$ cat src/rtl/clk_en_gen.sv
// clk_en_gen: multi-channel clock-enable generator.
//
// Each channel makes a one-cycle enable pulse (ce) and a square wave (clk_out)
// that toggles on every pulse. All of it runs on the single system clock.
// A channel runs in one of two modes:
//   - fractional: a phase accumulator. The carry out of st + inc becomes ce,
//     so the average rate is exact.
//   - integer: a counter. It wraps and pulses when st reaches the terminal
//     count.
//
// Parameters:
//   ACC_W     accumulator/counter width per channel
//   NCH       number of channels
// Ports:
//   clk       system clock, all state on rising edge
//   rst_n     asynchronous active-low reset
//   inc       per-channel increment (fractional) or terminal count (integer),
//             channel i at [i*ACC_W +: ACC_W]
//   mode      per channel: 0 fractional, 1 integer divide
//   en        per-channel run enable
//   speed_2x  double-speed select, applies to all channels
//   sync_clr  synchronous clear of all channels
//   ce        one-cycle enable pulse per channel, registered
//   clk_out   per-channel square wave, toggles on every ce
module clk_en_gen #(
  parameter int unsigned ACC_W = 32,
  parameter int unsigned NCH   = 2
) (
  input  logic                 clk,
  input  logic                 rst_n,
  input  logic [NCH*ACC_W-1:0] inc,
  input  logic [NCH-1:0]       mode,
  input  logic [NCH-1:0]       en,
  input  logic                 speed_2x,
  input  logic                 sync_clr,
  output logic [NCH-1:0]       ce,
  output logic [NCH-1:0]       clk_out
);

  for (genvar i = 0; i < NCH; i++) begin : g_ch
    logic [ACC_W-1:0] inc_ch;
    logic [ACC_W-1:0] inc_eff;
    logic [ACC_W-1:0] term;
    logic [ACC_W:0]   sum;
    logic [ACC_W-1:0] st_q, st_d;
    logic             mode_q, mode_d;
    logic             ce_q, ce_d;
    logic             clk_q, clk_d;

    assign inc_ch = inc[i*ACC_W +: ACC_W];

    always_comb begin
      // Doubling saturates at all-ones. This keeps the fractional rate just
      // below one pulse per cycle instead of wrapping to a tiny increment.
      inc_eff = inc_ch;
      if (speed_2x) begin
        inc_eff = inc_ch[ACC_W-1] ? '1 : (inc_ch << 1);
      end
      term = speed_2x ? (inc_ch >> 1) : inc_ch;
      sum  = {1'b0, st_q} + {1'b0, inc_eff};

      st_d   = st_q;
      mode_d = mode_q;
      ce_d   = 1'b0;
      clk_d  = clk_q;

      if (sync_clr) begin
        st_d   = '0;
        mode_d = mode[i];
        clk_d  = 1'b0;
      end else if (mode[i] != mode_q) begin
        // Restart cleanly in the new mode. The square wave keeps its level.
        st_d   = '0;
        mode_d = mode[i];
      end else if (!en[i]) begin
        // Paused: hold phase, suppress pulses.
      end else if (!mode_q) begin
        st_d = sum[ACC_W-1:0];
        ce_d = sum[ACC_W];
      end else if (st_q >= term) begin
        // >= rather than == so that lowering term below st wraps right away.
        st_d = '0;
        ce_d = 1'b1;
      end else begin
        st_d = st_q + 1'b1;
      end

      if (ce_d) begin
        clk_d = ~clk_q;
      end
    end

    always_ff @(posedge clk or negedge rst_n) begin
      if (!rst_n) begin
        st_q   <= '0;
        mode_q <= 1'b0;
        ce_q   <= 1'b0;
        clk_q  <= 1'b0;
      end else begin
        st_q   <= st_d;
        mode_q <= mode_d;
        ce_q   <= ce_d;
        clk_q  <= clk_d;
      end
    end

    assign ce[i]      = ce_q;
    assign clk_out[i] = clk_q;
  end

endmodule

$ cat config.mk
export PLATFORM = sky130hd
export DESIGN_NAME = clk_en_gen
export DESIGN_NICKNAME = d
export VERILOG_FILES = /design/src/rtl/clk_en_gen.sv
export SDC_FILE = /design/constraint.sdc
export NUM_CORES = 1
export LEC_CHECK = 0
export ABC_AREA = 1
export BUFFER_PORTS_ARGS = -buffer_cell sky130_fd_sc_hd__buf_2
export CORE_ASPECT_RATIO = 0.75
export CORE_MARGIN = 5
export CORE_UTILIZATION = 40
export DETAILED_ROUTE_END_ITERATION = 16
export GPL_TIMING_DRIVEN = 0
export PLACE_DENSITY = 0.65
export SLEW_MARGIN = 5
export SYNTH_ARGS = -nofsm -noshare
export SYNTH_HDL_FRONTEND = slang
export SYNTH_SLANG_ARGS = --single-unit
$ cat constraint.sdc
create_clock -name clk -period 2.9 [get_ports clk]
set_input_delay 0.435 -clock clk [delete_from_list [all_inputs] [get_ports clk]]
set_output_delay 0.435 -clock clk [all_outputs]
set_load 0.005 [all_outputs]
# Word-level counts from Yosys, hierarchy flattened
# Index checks and enable logic that the tools add are counted.
[classes]
n_eq_ne = 2
n_mux = 33
n_lt_le_gt_ge = 2
reduce_logical = 6
bitwise = 2
n_addsub = 4
[ops]
columns = ["op", "count"]
rows = [
  ["32-bit 2-to-1 mux", 16],
  ["32-bit by 32-bit adder with 33-bit output", 2],
  ["32-bit by 1-bit adder with 32-bit output (second input constant)", 2],
  ["32-bit >= comparator", 2],
  ["1-bit 2-to-1 mux", 17],
  ["2-bit nonzero test", 4],
  ["3-bit nonzero test", 2],
  ["1-bit != test", 2],
  ["1-bit inverter", 2],
]
[totals]
ff_bits = 70
output_inout_bits = 4
wordCells = 57

# Longest topological paths before layout
[logic_depth]
depth_word = 8
depth_mapped = 23
mapped_depth_nobuf = 19

# Least setup slack after synthesis
# OpenSTA, ideal clock, no wires.
[synth_timing]
path_type = "input to register"
from = "input speed_2x"
to = "register g_ch[0].clk_q"
required_time_ns = 2.783
path_stages = 21
setup_slack_ns = -0.013
arrival_time_ns = 2.796
setup_time_ns = 0.117
path_cell_list = "buf_2 -> inv_1 -> clkbuf_1 -> buf_2 -> nand2_1 -> nand2_1 -> ha_1 -> inv_1 -> fa_1 -> inv_1 -> nand3_1 -> nand2_1 -> nand2_1 -> nand2_1 -> nand2_1 -> nand2_2 -> nand2_1 -> a21oi_1 -> nand2_1 -> nand3_1 -> nand2_1"
[synth_via]
elab_chain_len = 8
word_cells_on_any_way = 11
cone_classes = "1 x add/sub; 1 x order compare; 8 x mux; 1 x reduce/logical"
[synth_rtl]
columns = ["element", "line_no", "source"]
rows = [
  ["start, declared", "34", "input logic speed_2x,"],
  ["32-bit 2-to-1 mux", "59", "term = speed_2x ? (inc_ch >> 1) : inc_ch;"],
  ["32-bit >= comparator", "80", "end else if (st_q >= term) begin"],
  ["1-bit 2-to-1 mux", "80", ""],
  ["1-bit 2-to-1 mux (*)", "77", "end else if (!mode_q) begin"],
  ["1-bit 2-to-1 mux (*)", "75", "end else if (!en[i]) begin"],
  ["1-bit 2-to-1 mux (*)", "71", "end else if (mode[i] != mode_q) begin"],
  ["1-bit 2-to-1 mux (*)", "67", "if (sync_clr) begin"],
  ["1-bit 2-to-1 mux or 2-bit nonzero test (tied branches)", "n/a", ""],
  ["end signal, assigned", "103", "clk_q <= clk_d;"],
  ["end, declared", "48", "logic clk_q, clk_d;"],
]
# Every way passes the cells marked *; elsewhere a longest branch is shown, timed or not.
# A chain may end at the register's enable or synchronous reset.

# Final worst setup path
[layout_timing]
from = "input inc[31]"
to = "register g_ch[0].st_q[29]"
[layout_via]
elab_chain_len = 7
word_cells_on_any_way = 10
cone_classes = "1 x add/sub; 1 x order compare; 8 x mux"
[layout_rtl]
columns = ["element", "line_no", "source"]
rows = [
  ["start, declared", "31", "input logic [NCH*ACC_W-1:0] inc,"],
  ["32-bit 2-to-1 mux (on tied branches)", "57, 59", ""],
  ["32-bit 2-to-1 mux or 32-bit >= comparator (tied branches)", "56, 80", ""],
  ["32-bit by 32-bit adder with 33-bit output or 32-bit 2-to-1 mux (tied branches)", "60, 80", ""],
  ["32-bit 2-to-1 mux (*)", "77", ""],
  ["32-bit 2-to-1 mux (*)", "75", ""],
  ["32-bit 2-to-1 mux (*)", "71", ""],
  ["32-bit 2-to-1 mux (*)", "67", ""],
  ["end signal, assigned", "100", "st_q <= st_d;"],
  ["end, declared", "45", "logic [ACC_W-1:0] st_q, st_d;"],
]
# Every way passes the cells marked *; elsewhere a longest branch is shown, timed or not. The select of a mux whose other input is x is not followed.

==> impl_metrics.yaml <==
timing:
  finalCritPeriodShare: 0.9786
  fin_tns_setup_ns: 0
  min_period_ns: 2.838
  finalSetupViolCount: 0
  slew_headroom: 0.3114
  max_freq_ghz: 0.3524
  finalHoldViolations: 0
  finalMaxSlewViolations: 0
  fin_skew_ns: 0.01149
  worstMarginPinSlew_ns: 1.025
setup_path:
  cp_data_arrival_time_ns: 3.08
  r2r-start: "g_ch[1].st_q[0]$_DFFE_PN0P_"
  crit_family: "simple AND/OR/NAND/NOR gates"
  rr_worst_depth: 15
  critPathMaxFanout: 10
  crit_type: "in2reg"
  crit_buf_inv: 4
  crit_slowest_cell: "ha_1"
  crit_end: "g_ch[0].st_q[29]$_DFFE_PN0P_"
  crit_start: "inc[31]"
  cp.required_ns: 3.14
  cp_slowest_stage_delay_ns: 0.30
  crit_chain: "clkbuf_4 > nand2_4 > clkinvlp_4 > buf_4 > nor3_4 > inv_1 > ha_1 > nand2_1 > nand2_1 > nand3_1 > nand2_1 > nand3_1 > nand2_1 > nand2_1 > nand3_1 > nand3_1 > nand3_1 > nand2_1"
  critPathLaunchType: "input pin"
  regToRegEndpoint: "g_ch[1].st_q[30]$_DFFE_PN0P_"
  r2r_setup_slack_ns: 0.19
  end_kind: "flop"
  crit_cells: 18
  crit_top_cell: "nand2_1"
clock_network:
  cts-buffers-inserted: 9
  cts_tree: "yes"
  cts-root-buf: "clkbuf_16"
  worstSkewPairLatency_ns: 0.35
  hold_buffers: 0
  clk_path_buf_depth: 2
  cts.sinks: 70
  cts-htree-levels: 3
  clkTransAtPathRegs_ns: 0.06
min_path:
  hold_path.class: "in2async"
yosys:
  synth_top_area_cell: "nand2_1"
  synthArstFlopShare: 1.000
  yosysWarningCount: 0
  muxShareOfSynthArea: 0
  synthSimpleGateAreaFrac: 0.4714
  syn_area_per_cell_um2: 5.417
  synth_compound_area_frac: 0.1050
  netlist_area_um2: 13190
  yosysTopAreaCellShare: 0.2598
  syn_nets: 2641
  yosys.area_share.xor_xnor: 0.03253
  synth_cell_types: 40
  synth_ff_type: "dfrtp_1"
  synth-seq-cells: 70
  synthCells: 2435
  synth_seq_area_share: 0.1328
  synth_adder_area_share: 0.1282
  synthTopCellsByArea: "nand2_1 (26%), dfrtp_1 (13%), ha_1 (13%), inv_1 (11%), nand3_1 (8.0%)"
  synth-edff-count: 0
  ys_top_cells_by_count: "nand2_1 (913), inv_1 (371), nor2_1 (214)"
  synth.most_common_cell: "nand2_1"
  synth_top_family_by_area: "simple AND/OR/NAND/NOR gates"
power_and_ir_drop:
  leakage_nw: 8.476
  p_per_area_nw_per_um2: 285.8
  finalPower_mw: 4.229
  peakVddDrop_uv: 285.4
die:
  die_h_um: 167.3
  ios: 76
  row_count: 57
  die_w_um: 219.7
  die-area_um2: 36750
  initial_core_util: 0.4065
  core_um2: 32450
detailed_routing:
  drt_wl_total_um: 53140
  drc: 0
  drt_iter0_drc: 2100
  post_drt_wl_per_cell_um: 17.84
  viasPerCell: 5.456
  vias: 16250
  dr.pass1.iters: 6
  ant_nets: 0
final_layout:
  nFillCells: 3573
  stdcell_area_um2: 14800
  nNetsFinal: 2737
  multi_input_area_um2: 9911
  layout-drive-gt1-share: 0.08991
  n_antenna_cell: 0
  utilization: 0.4560
  seqCellArea_um2: 1753
  area_growth_pct: 12.18
grt:
  grt_start_max_net_pins: 43
  overflow: 0
  grt_pass1_wl_um: 79830
  grt_pass1_vias: 14160
  grt_util_all_layers: 0.2763
  antenna_found_initial: 2
placement:
  hpwlAfterDp_um: 44650
  numPortBuffers: 73
  dpl_cell_area_um2: 14140
  finalWeightedCongestion: 1.109
job:
  cap_violations: 0
status:
  status: "completed"
kinds of logic after synthesis:
group | Yosys count
buf+inv | 440
flops | 70
fa+ha+maj | 134
simple gates | 1484
xor+xnor | 49
compound gates | 258
worst min path at each step:
stage / from / end / cells after the start
floorplan: rst_n / g_ch[0].ce_q$_DFF_PN0_ / 0
global placement: g_ch[0].clk_q$_DFFE_PN0P_ / g_ch[0].clk_q$_DFFE_PN0P_ / 2
detailed placement: rst_n / g_ch[1].st_q[4]$_DFFE_PN0P_ / 1
CTS: rst_n / g_ch[1].st_q[5]$_DFFE_PN0P_ / 1
global route: rst_n / g_ch[1].st_q[5]$_DFFE_PN0P_ / 1
finish: rst_n / g_ch[1].st_q[4]$_DFFE_PN0P_ / 1
stage by stage:
step / cells / setup slack, ns / hold slack [ns]
floorplan: 2435 / 0.09235 / 0.1394
global placement: 2950 / -1.127 / 0.5219
detailed placement: 2951 / -1.165 / 0.4000
CTS: 2967 / 0.002776 / 0.02753
global route: 2978 / -0.01008 / 0.04955
finish: 2978 / 0.06212 / 0.01540
final cells by class:
cell class / instances / area share
inverter: 379 / 0.09656
buffer: 61 / 0.02646
tap: 442 / 0.03737
clock buffer: 11 / 0.01708
multi-input combinational: 1926 / 0.6697
clock inverter: 5 / 0.002283
timing repair buffer: 84 / 0.03205
sequential: 70 / 0.1185
cells in the final DEF (no fill, tap or decap), types with 27 or more instances in the layout:
master,count
dfrtp_1,69
nand3_1,208
inv_1,367
nand4_1,27
o21ai_0,84
a21oi_1,115
nor3_1,43
xor2_1,36
nand2_1,897
nor2_1,207
buf_2,82
ha_1,129
per-layer routing:
metal	up-vias	wire length, um	track usage
li1	7893	-	-
met1	7395	25420	0.4446
met2	901	19450	0.3506
met3	55	7610	0.09567
met4	4	628	0.04231
met5	-	32	0
power breakdown:
| group | switching, mW | internal (mW) |
|---|---|---|
| sequential | 0.103 | 1.02 |
| clock | 0.469 | 0.625 |
| combinational | 1.36 | 0.651 |
| total | 1.93 | 2.30 |
sequential cells by signal (all words and copies together) (netlist names):
name and cells:
g_ch.clk_q 2, g_ch.st_q 64, g_ch.mode_q 2, g_ch.ce_q 2
repair_timing:
| item | 4_1_cts | 5_1_grt |
|---|---|---|
| resized for setup | 44 | 63 |
| cloned | 0 | 2 |
| buffers inserted | 0 | 9 |
| pin swaps | 1 | 7 |
| endpoints found under the setup margin | 68 | 65 |
Note: power is estimated with default switching activity, not from simulation.
